**src/rtl/rom_port_arbiter.sv**
```systemverilog
// Two-port ROM read arbiter: up to two requesters served per cycle, round-robin.
// Define ROM_ARB_FIXED_PRIO_EN to use fixed lowest-index-first priority instead.
module rom_port_arbiter #(
    parameter int NREQ       = 4,
    parameter int DATA_WIDTH = 8,
    parameter int ADDR_WIDTH = 4
) (
    input  logic                         clk,
    input  logic                         reset,
    input  logic [NREQ-1:0]              req,
    input  logic [NREQ*ADDR_WIDTH-1:0]   req_addr,
    output logic [NREQ-1:0]              gnt,
    output logic [NREQ-1:0]              rsp_valid,
    output logic [NREQ*DATA_WIDTH-1:0]   rsp_data,
    output logic [ADDR_WIDTH-1:0]        rom_addr_a,
    output logic [ADDR_WIDTH-1:0]        rom_addr_b,
    output logic                         rom_en_a,
    output logic                         rom_en_b,
    input  logic [DATA_WIDTH-1:0]        rom_data_a,
    input  logic [DATA_WIDTH-1:0]        rom_data_b
);

    localparam int IW = $clog2(NREQ);

    logic [IW-1:0] base;
    logic [IW-1:0] idx_a;
    logic [IW-1:0] idx_b;
    logic          found_a;
    logic          found_b;

`ifdef ROM_ARB_FIXED_PRIO_EN
    assign base = '0;
`else
    logic [IW-1:0] ptr;

    function automatic logic [IW-1:0] wrap_inc(input logic [IW-1:0] i);
        if (int'(i) == NREQ - 1) return '0;
        return i + IW'(1);
    endfunction

    assign base = ptr;

    // Pointer moves past the last index served this cycle.
    always_ff @(posedge clk or posedge reset) begin
        if (reset) begin
            ptr <= '0;
        end else if (rom_en_b) begin
            ptr <= wrap_inc(idx_b);
        end else if (rom_en_a) begin
            ptr <= wrap_inc(idx_a);
        end
    end
`endif

    // Circular scan from base: first hit goes to port A, second to port B.
    always_comb begin
        int j;
        found_a = 1'b0;
        found_b = 1'b0;
        idx_a   = '0;
        idx_b   = '0;
        for (int k = 0; k < NREQ; k++) begin
            j = int'(base) + k;
            if (j >= NREQ) j = j - NREQ;
            if (req[j] && !found_a) begin
                found_a = 1'b1;
                idx_a   = IW'(j);
            end else if (req[j] && !found_b) begin
                found_b = 1'b1;
                idx_b   = IW'(j);
            end
        end
    end

    assign rom_en_a = found_a & ~reset;
    assign rom_en_b = found_b & ~reset;

    always_comb begin
        gnt        = '0;
        rom_addr_a = '0;
        rom_addr_b = '0;
        if (rom_en_a) begin
            gnt[idx_a] = 1'b1;
            rom_addr_a = req_addr[int'(idx_a)*ADDR_WIDTH +: ADDR_WIDTH];
        end
        if (rom_en_b) begin
            gnt[idx_b] = 1'b1;
            rom_addr_b = req_addr[int'(idx_b)*ADDR_WIDTH +: ADDR_WIDTH];
        end
    end

    // Ungranted slices keep their previous data.
    always_ff @(posedge clk or posedge reset) begin
        if (reset) begin
            rsp_valid <= '0;
            rsp_data  <= '0;
        end else begin
            rsp_valid <= gnt;
            if (rom_en_a)
                rsp_data[int'(idx_a)*DATA_WIDTH +: DATA_WIDTH] <= rom_data_a;
            if (rom_en_b)
                rsp_data[int'(idx_b)*DATA_WIDTH +: DATA_WIDTH] <= rom_data_b;
        end
    end

endmodule

```
**config.mk**
```make
export PLATFORM = sky130hd
export DESIGN_NAME = rom_port_arbiter
export DESIGN_NICKNAME = d
export VERILOG_FILES = /design/src/rtl/rom_port_arbiter.sv
export SDC_FILE = /design/constraint.sdc
export NUM_CORES = 1
export LEC_CHECK = 0
export ABC_AREA = 1
export CAP_MARGIN = 10
export CELL_PAD_IN_SITES_DETAIL_PLACEMENT = 0
export CELL_PAD_IN_SITES_GLOBAL_PLACEMENT = 1
export CORE_ASPECT_RATIO = 0.6
export CORE_MARGIN = 4
export CORE_UTILIZATION = 40
export DETAILED_ROUTE_END_ITERATION = 8
export DONT_BUFFER_PORTS = 1
export PLACE_DENSITY_LB_ADDON = 0.12
export SYNTH_ARGS = -nofsm -noshare
export SYNTH_HDL_FRONTEND = slang
export SYNTH_SLANG_ARGS = --single-unit
```
**constraint.sdc**
```tcl
create_clock -name clk -period 2.8 [get_ports clk]
set_input_delay 0.56 -clock clk [delete_from_list [all_inputs] [get_ports clk]]
set_output_delay 0.56 -clock clk [all_outputs]
set_load 0.005 [all_outputs]
```
Word-level counts from Yosys, hierarchy flattened
Cells that the tools add are included.
- output and inout bits: 50
- flip-flop bits (word level): 38
- input bits: 38
- multiplexer cells: 61
- magnitude comparators: 12
- add/subtract/negate cells: 11
- bitwise logic cells: 4
- shifts and indexed selects: 6
- reduce and logical (&&, ||, !) cells: 15
- equal/unequal tests: 2
- operator list (cell ; number):
    $mux 32 ; 6
    $lt 32x4->1 const B ; 4
    $neg 5->33 ; 2
    $shift 8x33->32 const A ; 2
    $shiftx 8x33->32 ; 2
    $bwmux 32 ; 2
    $mux 2 ; 17
    $shiftx 16x5->4 ; 2
    $mux 1 ; 26
    $mux 4 ; 4
    $sub 3x3->4 const B ; 3
    $ge 3x3->1 const B ; 3
    $bmux 1 s2 ; 4
    $logic_and 1x1->1 ; 8
    $add 2x2->3 const B ; 2
    $logic_not 1->1 ; 6
    $lt 2x3->1 const B ; 2
    $add 2x1->2 const B ; 2
    $demux 1 s2 ; 2
    $eq 2x1->1 const B ; 2
    $ge 2x1->1 const B ; 2
    $or 4x4->4 ; 1
    $sub 2x3->4 const B ; 1
    $add 2x1->3 const B ; 1
    other kinds (4) ; 5

Depth between registers and ports, before layout
- word-level depth: 25
- depth in mapped cells: 23
- gate-level depth less buffers: 20

Least setup slack after synthesis
Ideal clock, no wire load.
- path kind: input to register
- start: in req[3]
- end: reg rsp_data[16]
- data arrival time: 2891 ps
- path slack: -156 ps
- buffers on the path: 3
- stages on the path: 19
- cell sequence: inv_1 > nand2_1 > nand3_1 > nand2_2 > nor2_4 > nand2_2 > nand2_4 > nand2_1 > nand2_4 > nand3_2 > buf_6 > buf_6 > ha_1 > clkbuf_1 > nor3_1 > nand2_1 > nor2_1 > nand2_1 > nand2_1
- word-level cells in the longest chain between the ends: 21
- elaborated cells between the ends (all ways): 58
- RTL lines (element ; RTL line ; text):
    from (decl) ; 10 ; input logic [NREQ-1:0] req,
    $bmux 1 s2 ; 65, 68 ;
    $mux 1 (not written as such) (2 in series) ; 65, 68 ;
    $mux 1 ; 65, 68 ;
    $mux 1 ; 65 ; if (req[j] && !found_a) begin
    $logic_not 1->1 ; 68 ; end else if (req[j] && !found_b) begin
    $logic_and 1x1->1 ; 68 ;
    $mux 1 ; 68 ;
    $mux 1 ; 65 ;
    [4 not listed] ; -- ;
    $logic_not 1->1 ; 68 ;
    $logic_and 1x1->1 ; 68 ;
    $mux 2 ; 68 ;
    $mux 2 ; 65 ;
    $neg 5->33 ; 102 ; rsp_data[int'(idx_b)*DATA_WIDTH +: DATA_WIDTH] <= rom_data_b;
    $shiftx 8x33->32 or $shift 8x33->32 (tied branches) ; 102 ;
    $bwmux 32 ; 102 ;
    $mux 32 (*) ; 101 ; if (rom_en_b)
    to (signal, indexed assignment) ; 100 ; rsp_data[int'(idx_a)*DATA_WIDTH +: DATA_WIDTH] <= rom_data_a;
    to (signal, indexed assignment) ; 102 ;
    to (decl) ; 14 ; output logic [NREQ*DATA_WIDTH-1:0] rsp_data,
Mark *: on every way between the ends. The rest lies on a longest branch, timed or not. The select of a mux whose other input is x is not followed.
A chain may end at the register's enable or synchronous reset.

Worst setup path after layout
- start: reg ptr[0], in the netlist base[0]
- end: out gnt[2]
- word-level cells in the longest chain between the ends: 25
- elaborated cells between the ends (all ways): 76
- RTL lines (element ; RTL line ; text):
    from (decl) ; 34 ; logic [IW-1:0] ptr;
    from (signal assigned) ; 48 ; ptr <= wrap_inc(idx_b);
    from (signal assigned) ; 50 ; ptr <= wrap_inc(idx_a);
    $sub 2x3->4 or $ge 2x3->1 (tied branches) ; 64 ; if (j >= NREQ) j = j - NREQ;
    $mux 32 ; 64 ;
    $bmux 1 s2 ; 65, 68 ;
    $mux 1 (not written as such) (2 in series) ; 65, 68 ;
    $mux 1 ; 65, 68 ;
    $mux 1 ; 65 ;
    $logic_not 1->1 ; 68 ;
    $logic_and 1x1->1 ; 68 ;
    [8 not listed] ; -- ;
    $mux 2 ; 68 ;
    $mux 2 ; 65 ;
    $lt 2x3->1 (not written as such) or $ge 2x1->1 (tied branches) ; 87 ; gnt[idx_b] = 1'b1;
    $logic_and 1x1->1 (not written as such) ; 87 ;
    $mux 1 (not written as such) ; 87 ;
    $demux 1 s2 ; 87 ;
    $or 4x4->4 (no source line) ; -- ;
    $mux 4 (*) ; 86 ; if (rom_en_b) begin
    to (decl) ; 12 ; output logic [NREQ-1:0] gnt,
Marked as above.

==> results <==
metrics by stage:
| stage | utilization | setup slack, ns |
|---|---|---|
| 6_report | 0.5949 | -0.1450 |
| 5_1_grt | 0.5949 | -0.2778 |
| 4_1_cts | 0.5467 | -0.06048 |
| 3_5_place_dp | 0.4610 | -0.02140 |
| 3_3_place_gp | 0.4610 | 0.002898 |
| 2_1_floorplan | - | 0.007064 |
registers in the layout, indices dropped and copies added (netlist names):
| name | count |
|---|---|
| rsp_data | 32 |
| rsp_valid | 4 |
| base | 2 |
cells in the mapped netlist, drive strengths merged, types with 3 or more instances:
cell type    n
a21oi        6
buf         14
clkbuf       4
dfrtp       38
ha          14
inv         37
nand2      209
nand3       50
nand4       18
nor2        56
nor3b        3
o21ai       30
logic make-up after synthesis:
group,Yosys count
compound gates,40
simple gates,337
buf+inv,55
fa+ha+maj,14
flops,38
cells in the final DEF, fill, tap and decap left out, drive strengths merged:
master | Yosys | final
nand2 | 209 | 209
buf | 14 | 68
nor2 | 56 | 56
nand3 | 50 | 50
dfrtp | 38 | 38
inv | 37 | 34
o21ai | 30 | 30
nand4 | 18 | 18
ha | 14 | 14
clkbuf | 4 | 6
a21oi | 6 | 6
nor3b | 3 | 3
bufinv | 0 | 2
clkinv | 0 | 2
clkinvlp | 0 | 2
o211ai | 1 | 1
nor3 | 1 | 1
a22o | 1 | 1
o221ai | 1 | 1
a31oi | 1 | 1
worst paths after layout:
| path | depth (start not counted) | endpoint | slack, ns | start |
|---|---|---|---|---|
| worst max-delay path | 17 | gnt[2] | -0.14 | base[0]$_DFFE_PP0P_ |
| worst min-delay path | 1 | base[1]$_DFFE_PP0P_ | 0.07 | reset |
| worst max register to register | 19 | rsp_data[22]$_DFF_PP0_ | -0.05 | base[0]$_DFFE_PP0P_ |
| worst min register to register | 4 | rsp_data[27]$_DFF_PP0_ | 0.60 | rsp_data[27]$_DFF_PP0_ |
| max in group asynchronous | 2 | base[0]$_DFFE_PP0P_ | 1.96 | reset |
| min in group clk | 2 | rsp_data[20]$_DFF_PP0_ | 0.39 | rom_data_b[4] |
cell type report:
class | instances | area [µm²]
Sequential cell | 38 | 953.4
Fill cell | 711 | 3017
Clock inverter | 2 | 60.06
Multi-Input combinational cell | 391 | 2346
Tap cell | 104 | 130.1
Timing Repair inverter | 1 | 5.005
Timing Repair Buffer | 68 | 624.3
Inverter | 37 | 172.7
Clock buffer | 6 | 138.9
metal layers:
layer / vias to the layer above / part of all wire / GRT usage
met5: - / 0 / 0
met4: 0 / 0.013 / 0.03799
met3: 18 / 0.096 / 0.06397
met2: 150 / 0.40 / 0.3244
met1: 1665 / 0.49 / 0.3758
li1: 1669 / - / -
what timing repair did:
action / 4_1_cts / 5_1_grt
gates resized for setup: 73 / 70
cloned: 1 / 0
pin swaps: 31 / 42
endpoints found under the setup margin: 18 / 44
setup buffers: 20 / 13
==> qor.yml <==
status:
  status: "complete, but fails checks"
  violations: "setup timing"
layout:
  fin_nets: 594
  final_cell_count_no_fill: 647
  design_area_um2: 4431
  synthToLayoutAreaGrowth_pct: 40.74
  drive_above_1_share: 0.3720
  antenna_cells: 0
detailed_routing:
  vias: 3502
  wl_per_cell_um: 17.80
  routed_wl_mm: 11.52
  post-route-drc-count: 0
  vias_per_cell: 5.413
  drtIter0Drc: 274
  antenna_left: 0
  first_pass_iters: 5
critical_path:
  cp_slowest_cell: "dfrtp_2"
  slowest_delay_ns: 0.48
  cp.arrival_ns: 2.38
  cp_cell_sequence: "clkinv_4 > nand2_2 > nand2_2 > nand2_2 > nand2_4 > nor2_4 > nand2_4 > inv_4 > nand2_4 > o211ai_2 > nand2_2 > inv_4 > ha_4 > inv_2 > nor2_4 > inv_2 > nand2_4"
  path_buf_inv: 5
  end_kind: "output pin"
  required_ns: 2.24
  cp_top_family: "simple AND/OR/NAND/NOR gates"
  worstSetupStartpointType: "flip-flop"
  crit_fanout: 8
  critPathKind: "reg -> out"
placement:
  dp_cells: 605
  gp_congestion: 0.9070
  portBuffers: 0
  dp_hpwl_mm: 8.319
  dpl_cell_area_um2: 3433
die:
  fp-row-count: 24
  boundaryPins: 88
  die_h_um: 76.72
  core_area_um2: 7447
  initial_utilization: 0.4227
  die_area_um2: 9400
  fp.dieW_um: 122.5
synthesis:
  synth-seq-area-share: 0.3021
  yosys.area_share.xor_xnor: 0
  synth_compound_gate_area_share: 0.07353
  synth_top_cell_by_area: "dfrtp_1"
  yosysWarnings: 0
  syn_nets: 536
  async_flop_share: 1.000
  synth_top_family_by_area: "simple AND/OR/NAND/NOR gates"
  syn_area_per_cell_um2: 6.504
  netlist_area_um2: 3148
  yosys.area_share.simple: 0.4845
  synthTopCellsByArea: "dfrtp_1 30%, nand2_1 23%, nand3_1 7.3%, nor2_1 5.8%, ha_1 5.6%"
  synth_edf_count: 0
  synth_top_area_frac: 0.3021
  synth_cell_type_count: 30
  synthAdderAreaFrac: 0.05564
  ys_ff_latch: 38
  muxShareOfSynthArea: 0
  synthCells: 484
  synth_flop_cell: "dfrtp_1"
global_route:
  grt-ovfl-total: 0
  track_usage: 0.2385
  grt_pass1_vias: 3173
  grt_pass1_wl_mm: 17.47
  grt_antenna_before_repair: 0
  grt_max_degree: 37
clock_network:
  ctsHoldBuffers: 0
  root_buffer: "clkbuf_16"
  clkSlewWorstSetupHoldPaths_ns: 0.06
  clkSinkCount: 38
  clock_latency_ns: 0.29
  clk_path_buf_depth: 2
  htreeDepth: 2
  numCtsBuffers: 5
  cts_tree: "done"
timing:
  setup_viol: 19
  finClkSkew_ns: 0.001692
  slew_violations: 0
  period_minus_slack_ns: 2.945
  rsz0062_at_grt: "true"
  fin_tns_setup_ns: -1.383
  finalHoldViolCount: 0
  timing.hold.ws_ns: 0.06714
  relSlewSlack: 0.6673
  fmax_mhz: 339.6
  worst_pin_slew_ns: 0.4990
  final.setup.worst_slack_ns: -0.1450
  min_period_over_period: 1.052
worst_hold_path:
  min_path_type: "in -> async"
run:
  maxCapViolations: 0
Power of run 1 is left out: the tool's default activity adds up to more than one toggle a clock period on the data nets, which glitch-free logic cannot reach.
